--- src/rtl/ast_pkg.sv ---
// Shared types and helpers for the Avalon-ST packet source.
package ast_pkg;

  // Width of the empty field: number of bits to count unused symbols, minimum 1.
  function automatic int unsigned ew_f(input int unsigned spb);
    return (spb <= 2) ? 1 : $clog2(spb);
  endfunction

  localparam int unsigned DB_DEF  = 8;
  localparam int unsigned SPB_DEF = 4;
  localparam int unsigned W       = DB_DEF * SPB_DEF;
  localparam int unsigned EW      = ew_f(SPB_DEF);

  typedef enum logic [0:0] {
    ST_IDLE = 1'b0,
    ST_SEND = 1'b1
  } state_t;

  // One beat of the default-width stream.
  typedef struct packed {
    logic [W-1:0]  data;
    logic          sop;
    logic          eop;
    logic [EW-1:0] empty;
  } beat_t;

endpackage

--- src/rtl/ast_rl_delay.sv ---
// Ready history shift register: slot_o says a beat may be registered this cycle.
module ast_rl_delay #(
  parameter int unsigned STAGES = 1
) (
  input  logic clk_i,
  input  logic rst_i,
  input  logic ready_i,
  output logic slot_o
);

  if (STAGES == 0) begin : g_direct
    assign slot_o = ready_i;
  end else begin : g_shift
    logic [STAGES-1:0] sr_q;
    logic [STAGES-1:0] sr_d;

    // Shift the sink ready into the history, oldest sample at the top.
    always_comb begin
      sr_d = STAGES'({sr_q, ready_i});
    end

    // History register; cleared on reset so a fresh window is needed.
    always_ff @(posedge clk_i or negedge rst_i) begin
      if (!rst_i) sr_q <= '0;
      else        sr_q <= sr_d;
    end

    assign slot_o = sr_q[STAGES-1];
  end

endmodule

--- src/rtl/ast_packet_source.sv ---
// Avalon-ST packet source: one command -> one packet of incrementing symbols.
// Optional statistics counters enabled by AST_PACKET_SOURCE_STATS_EN.
module ast_packet_source
  import ast_pkg::*;
#(
  parameter int unsigned DATABITS_PER_SYMBOL = 8,
  parameter int unsigned SYMBOLS_PER_BEAT    = 4,
  parameter int unsigned READY_LATENCY       = 2,
  parameter int unsigned LEN_W               = 16
) (
  input  logic                                          clk_i,
  input  logic                                          rst_i,
  input  logic                                          cmd_valid_i,
  output logic                                          cmd_ready_o,
  input  logic [LEN_W-1:0]                              cmd_len_i,
  input  logic [DATABITS_PER_SYMBOL-1:0]                cmd_seed_i,
  input  logic                                          ast_ready_i,
  output logic                                          ast_valid_o,
  output logic [DATABITS_PER_SYMBOL*SYMBOLS_PER_BEAT-1:0] ast_data_o,
  output logic                                          ast_sop_o,
  output logic                                          ast_eop_o,
  output logic [ew_f(SYMBOLS_PER_BEAT)-1:0]             ast_empty_o,
  output logic                                          busy_o
`ifdef AST_PACKET_SOURCE_STATS_EN
  ,
  output logic [31:0]                                   pkt_cnt_o,
  output logic [31:0]                                   beat_cnt_o
`endif
);

  localparam int unsigned DB  = DATABITS_PER_SYMBOL;
  localparam int unsigned SPB = SYMBOLS_PER_BEAT;
  localparam int unsigned BW  = DB * SPB;
  localparam int unsigned EWL = ew_f(SPB);

  if (READY_LATENCY < 1 || READY_LATENCY > 8) begin : g_bad_rl
    $error("ast_packet_source: READY_LATENCY must be in 1..8");
  end

  state_t           state_q, state_d;
  logic [LEN_W-1:0] rem_q, rem_d;
  logic [LEN_W-1:0] beat_q, beat_d;
  logic [DB-1:0]    sym_q, sym_d;
  logic             valid_q, valid_d;
  logic [BW-1:0]    data_q, data_d;
  logic             sop_q, sop_d;
  logic             eop_q, eop_d;
  logic [EWL-1:0]   empty_q, empty_d;
  logic             cmd_ready_q, cmd_ready_d;
  logic             busy_q, busy_d;
  logic             slot;

  ast_rl_delay #(
    .STAGES (READY_LATENCY - 1)
  ) u_rl_delay (
    .clk_i   (clk_i),
    .rst_i   (rst_i),
    .ready_i (ast_ready_i),
    .slot_o  (slot)
  );

  // Next-state, beat generation and registered-output decode.
  always_comb begin
    state_d = state_q;
    rem_d   = rem_q;
    beat_d  = beat_q;
    sym_d   = sym_q;
    valid_d = 1'b0;
    data_d  = data_q;
    sop_d   = sop_q;
    eop_d   = eop_q;
    empty_d = empty_q;
    case (state_q)
      ST_IDLE: begin
        if (cmd_valid_i && cmd_ready_q && (cmd_len_i != '0)) begin
          state_d = ST_SEND;
          rem_d   = cmd_len_i;
          sym_d   = cmd_seed_i;
          beat_d  = '0;
        end
      end
      ST_SEND: begin
        if (valid_q && eop_q) begin
          state_d = ST_IDLE;
        end else if (slot && (rem_q != '0)) begin
          valid_d = 1'b1;
          sop_d   = (beat_q == '0);
          eop_d   = (rem_q <= LEN_W'(SPB));
          beat_d  = beat_q + LEN_W'(1);
          sym_d   = sym_q + DB'(SPB);
          for (int unsigned j = 0; j < SPB; j++) begin
            data_d[BW-1-j*DB -: DB] = (LEN_W'(j) < rem_q) ? (sym_q + DB'(j)) : '0;
          end
          if (rem_q <= LEN_W'(SPB)) begin
            rem_d   = '0;
            empty_d = EWL'(LEN_W'(SPB) - rem_q);
          end else begin
            rem_d   = rem_q - LEN_W'(SPB);
            empty_d = '0;
          end
        end
      end
      default: state_d = ST_IDLE;
    endcase
    cmd_ready_d = (state_d == ST_IDLE);
    busy_d      = (state_d == ST_SEND);
  end

  // State and output registers.
  always_ff @(posedge clk_i or negedge rst_i) begin
    if (!rst_i) begin
      state_q     <= ST_IDLE;
      rem_q       <= '0;
      beat_q      <= '0;
      sym_q       <= '0;
      valid_q     <= 1'b0;
      data_q      <= '0;
      sop_q       <= 1'b0;
      eop_q       <= 1'b0;
      empty_q     <= '0;
      cmd_ready_q <= 1'b0;
      busy_q      <= 1'b0;
    end else begin
      state_q     <= state_d;
      rem_q       <= rem_d;
      beat_q      <= beat_d;
      sym_q       <= sym_d;
      valid_q     <= valid_d;
      data_q      <= data_d;
      sop_q       <= sop_d;
      eop_q       <= eop_d;
      empty_q     <= empty_d;
      cmd_ready_q <= cmd_ready_d;
      busy_q      <= busy_d;
    end
  end

  assign cmd_ready_o = cmd_ready_q;
  assign ast_valid_o = valid_q;
  assign ast_data_o  = data_q;
  assign ast_sop_o   = sop_q;
  assign ast_eop_o   = eop_q;
  assign ast_empty_o = empty_q;
  assign busy_o      = busy_q;

`ifdef AST_PACKET_SOURCE_STATS_EN
  logic [31:0] pkt_cnt_q, pkt_cnt_d;
  logic [31:0] beat_cnt_q, beat_cnt_d;

  // Count transferred beats and transferred eop beats, wrapping at 2^32.
  always_comb begin
    pkt_cnt_d  = pkt_cnt_q;
    beat_cnt_d = beat_cnt_q;
    if (valid_q) begin
      beat_cnt_d = beat_cnt_q + 32'd1;
      if (eop_q) pkt_cnt_d = pkt_cnt_q + 32'd1;
    end
  end

  // Statistics registers, cleared only by reset.
  always_ff @(posedge clk_i or negedge rst_i) begin
    if (!rst_i) begin
      pkt_cnt_q  <= '0;
      beat_cnt_q <= '0;
    end else begin
      pkt_cnt_q  <= pkt_cnt_d;
      beat_cnt_q <= beat_cnt_d;
    end
  end

  assign pkt_cnt_o  = pkt_cnt_q;
  assign beat_cnt_o = beat_cnt_q;
`else
  // Statistics counters not built.
`endif

endmodule

--- config.mk ---
export PLATFORM = sky130hd
export DESIGN_NAME = ast_packet_source
export DESIGN_NICKNAME = d
export VERILOG_FILES = /design/src/rtl/ast_pkg.sv /design/src/rtl/ast_rl_delay.sv /design/src/rtl/ast_packet_source.sv
export SDC_FILE = /design/constraint.sdc
export NUM_CORES = 1
export LEC_CHECK = 0
export ABC_AREA = 0
export CAP_MARGIN = 20
export CORE_MARGIN = 2
export CORE_UTILIZATION = 40
export CTS_CLUSTER_SIZE = 20
export DETAILED_ROUTE_END_ITERATION = 8
export GPL_ROUTABILITY_DRIVEN = 1
export GPL_TIMING_DRIVEN = 0
export HOLD_SLACK_MARGIN = 0.08
export PLACE_DENSITY = 0.65
export REMOVE_ABC_BUFFERS = 1
export SLEW_MARGIN = 30
export SYNTH_ARGS = -nofsm -noshare
export SYNTH_HDL_FRONTEND = slang
export SYNTH_HIERARCHICAL = 1
export SYNTH_SLANG_ARGS = --single-unit
--- constraint.sdc ---
create_clock -name clk_i -period 2.45 [get_ports clk_i]
set_clock_uncertainty 0.1 [all_clocks]
set_input_delay 0.49 -clock clk_i [delete_from_list [all_inputs] [get_ports clk_i]]
set_output_delay 0.49 -clock clk_i [all_outputs]
set_load 0.05 [all_outputs]
==> impl_summary.md <==
Final layout
The area growth from synthesis to layout is 30.9%. The final antenna diode count is 0. The library cells used most frequently in the layout, excluding fill and tap cells, are sky130_fd_sc_hd__dfrtp_1 (79), sky130_fd_sc_hd__nand2_1 (70), sky130_fd_sc_hd__clkdlybuf4s50_1 (65). Of the cells placed in the final design, the portion with a size suffix greater than 1 is ~11%. The number of nets at the end of the flow is ~540. The most common cell after layout, fill and taps aside is sky130_fd_sc_hd__dfrtp_1. Summing all non-filler instances in the final layout gives an area of roughly 5300 µm².

Yosys
Counting flops and latches in the post-synthesis netlist gives 80. Yosys printed 6 warnings. Of all flip-flops after synthesis, the portion carrying an async set or reset was 100%. Sequential elements use around half of the synthesized area.

After synthesis, the cell types taking the most area are sky130_fd_sc_hd__dfrtp_1 (49%), sky130_fd_sc_hd__nand2_1 (6.4%), sky130_fd_sc_hd__o21ai_0 (4.9%), sky130_fd_sc_hd__ha_1 (3.4%), sky130_fd_sc_hd__xnor2_1 (3.2%). In this run the mean area of a mapped cell was between 9 and 10 µm². In the synthesized netlist the dominant register cell turns out to be sky130_fd_sc_hd__dfrtp_1. sky130_fd_sc_hd__dfrtp_1 takes more of the synthesized area than any other cell. Yosys mapped a number of flops with a built-in enable equal to 0. The top cell type by area accounts for 49.0% of the synthesized area. The number of distinct library cell variants in the gate-level netlist after synthesis is 54. Synthesis handed over a netlist of approximately 430 instances. The synthesized area is about 4100 µm².

Clocking
The maximum clock path buffer count is 2. The total number of clock tree sinks is 80. TritonCTS built the clock tree.

After clock tree synthesis, the clock-pin slew on the worst setup and hold paths is 80 ps. The number of buffers created by CTS is 9. The later pin in the worst-skew pair is clocked with a latency of 340 ps.

The H-tree was split into 3 levels. CTS placed an instance of sky130_fd_sc_hd__clkbuf_8 at the clock tree root.

STA
At the pin with the least slew margin, the transition time is between 600 and 700 ps. The hold violation total from the final report is 0. The clock period minus final worst setup slack is roughly 2400 ps. The number of pins exceeding their max-slew limit in the final report came to 0.

The final worst-path cycle share is 99.9%. Headroom to the max-slew limit came out at a little under three fifths. In the final timing run, aggregate negative setup slack is 0 ps. Setup repair after global routing could not meet its margin everywhere. The maximum operating frequency is around 410 MHz.

Setup violations remaining at the end of the flow were counted as 0.

Global routing
Global routing finished with a remaining overflow of 0. The first global-routing pass estimated 17700 µm of wire. The number of antenna violations at the first check in global routing is 0. The overall global routing resource usage is 20.0%.

The via count of the first global-routing pass is around 3500. Entering global routing, the biggest net connects 54 pins.

Floorplanning
The initialized floorplan defines 36 standard-cell rows. The vertical extent of the die is 105 µm. The initial cell density of the core is 41.6%.

The die outline width is 105 µm. The floorplan step defined a die boundary enclosing roughly 11000 µm². The core area is between 9000 and 10000 µm². The number of top-level design ports is 67.

Min path
The path category of the worst min-delay check is reg2reg. The worst-case hold path end point is ast_data_o[16]$_DFFE_PN0P_. The cell depth of the worst min-delay path is 2.

The launch instance of the worst min-delay path is ast_data_o[16]$_DFFE_PN0P_.

Detailed routing
After the first detailed-routing iteration, the DRC count stood at around 150. The routed length on met1 is between 4000 and 5000 µm. Detailed routing placed a total of around 440 µm of wire on met3.

Using the TritonRoute via totals, the vias-per-cell ratio works out to about 5.5. The final route contains around 3500 vias. The average wire per cell in the routed design is approximately 16 µm. The number of antenna-violating nets in the routed design is 0.

The highest layer touched by signal routing is met4. The detailed-route wire length is ~10000 µm. The total met2 wirelength after detailed routing is between 5000 and 6000 µm. The pre-antenna-repair detailed-routing pass consisted of 4 iterations. After detailed routing, the number of remaining DRC violations is 0.

Worst setup path
The slack of the worst reg-to-reg path is ~2.2 ps. The critical path is of the reg2reg type. The startpoint of the worst-slack reg-to-reg timing path is rem_q[14]$_DFFE_PN0P_. The worst endpoint data arrival time is around 2600 ps. Of all nets on the critical path, the largest fanout is 19.

The critical path endpoint category is a flop. STA classifies the critical path startpoint as a flop. The number of cells on the worst reg-to-reg path is 7. The reg-to-reg critical path endpoint is sym_q[6]$_DFFE_PN0P_. The critical path data required time is about 2600 ps.

Place
The HPWL after detailed placement is roughly 7200 µm. Buffers placed on the I/O ports in this run total 66. The placed instances occupy a cell area of 4940 µm². The weighted congestion at the end of routability-driven global placement is 0.791.

Job
The number of max-cap violations is 0.

Power and ir drop
The peak ir drop on the vdd network is roughly 590 µV. The total leakage power is 0.00224 µW. The power per cell area is around 1400 nW/µm².

Run status
The run finished with clean final reports.
logic make-up after synthesis:
kind of cell,Yosys count,share of synthesized area [%]
simple gates,173,20.9
compound gates,101,16.7
flops,80,49.0
buf+inv,41,4.17
xor+xnor,22,4.72
fa+ha+maj,11,3.37
mux,4,1.13
worst max-delay path, stage by stage (launching register included):
cell and delay [ps]:
sky130_fd_sc_hd__dfrtp_1 420, sky130_fd_sc_hd__or4_4 580, sky130_fd_sc_hd__or2_4 290, sky130_fd_sc_hd__o21ai_4 180, sky130_fd_sc_hd__clkbuf_16 190, sky130_fd_sc_hd__inv_12 60
sky130_fd_sc_hd__mux2_4 290, sky130_fd_sc_hd__o221a_1 220
state kept, by name (all words and copies together) (netlist names):
signal	cells
rem_q	16
sym_q	8
cmd_ready_o	1
ast_data_o	32
ast_valid_o	1
ast_sop_o	1
ast_empty_o	2
u_rl_delay/slot_o	1
busy_o	1
beat_q	16
ast_eop_o	1
how the worst max path moves through the flow:
| stage | from | to | slack, ps | cells past startpoint |
|---|---|---|---|---|
| floorplan | rem_q[8]$_DFFE_PN0P_ | sym_q[6]$_DFFE_PN0P_ | -610 | 6 |
| global placement | rst_i | beat_q[15]$_DFFE_PN0P_ | -2100 | 1 |
| detailed placement | cmd_len_i[11] | rem_q[15]$_DFFE_PN0P_ | -800 | 7 |
| CTS | rem_q[8]$_DFFE_PN0P_ | rem_q[0]$_DFFE_PN0P_ | 0.1 | 5 |
| global route | rem_q[14]$_DFFE_PN0P_ | sym_q[6]$_DFFE_PN0P_ | -20 | 7 |
| finish | rem_q[14]$_DFFE_PN0P_ | sym_q[6]$_DFFE_PN0P_ | 2 | 7 |
synthesized netlist by cell type (all sizes together) (3+ instances only):
| cell type | instances |
|---|---|
| dfrtp | 80 |
| nand2 | 70 |
| o21ai | 41 |
| nor2 | 21 |
| inv | 18 |
| a21oi | 16 |
| nand3 | 15 |
| xnor2 | 15 |
| buf | 12 |
| nor4 | 12 |
| clkbuf | 11 |
| ha | 11 |
| or3 | 11 |
| a221o | 10 |
| and3 | 8 |
| xor2 | 7 |
| nand4 | 6 |
| nor3 | 6 |
| o31ai | 6 |
| or4 | 6 |
| o22ai | 5 |
| a22o | 4 |
| nor3b | 4 |
| a311oi | 3 |
| a32oi | 3 |
| and2 | 3 |
| nand2b | 3 |
| nor2b | 3 |
area by class of cell:
type	count	area, µm²
Fill cell	945	4480
Multi-Input combinational cell	311	2010
Sequential cell	80	2000
Timing Repair Buffer	84	892
Tap cell	133	166
Clock buffer	10	138
Inverter	18	80.1
Clock inverter	5	56.3
through the flow:
stage	utilization (%)	worst slack, ps	hold slack (ps)	cells	total power [µW]
after global placement	49.0	-2100	363	608	6240
after floorplan	-	-613	94.4	409	5080
final	54.4	2.17	380	641	7620
after global routing	54.4	-25.0	414	641	8150
after detailed placement	50.3	-797	282	613	6450
after CTS	53.5	0.149	389	637	7540
power breakdown:
group	total, µW	internal [µW]	leakage [µW]	switching, µW
registers	2560	1910	0.000988	649
logic	4080	1610	0.00115	2460
clock network	982	494	0.0000985	488
what timing repair did:
action / in CTS / in global routing
hold endpoints to repair: 27 / 0
pin swaps: 2 / 5
endpoints found under the setup margin: 50 / 22
resized for setup: 13 / 14
gates cloned: 0 / 0
buffers inserted: 8 / 4
hold buffers: 1 / 0
metal layers:
| metal | vias to the layer above | track usage [%] |
|---|---|---|
| met1 | 1742 | 27.4 |
| met5 | - | 0 |
| met2 | 91 | 32.7 |
| met3 | 13 | 2.50 |
| met4 | 0 | 6.76 |
| li1 | 1698 | - |
(Power assumes the default switching activity.)
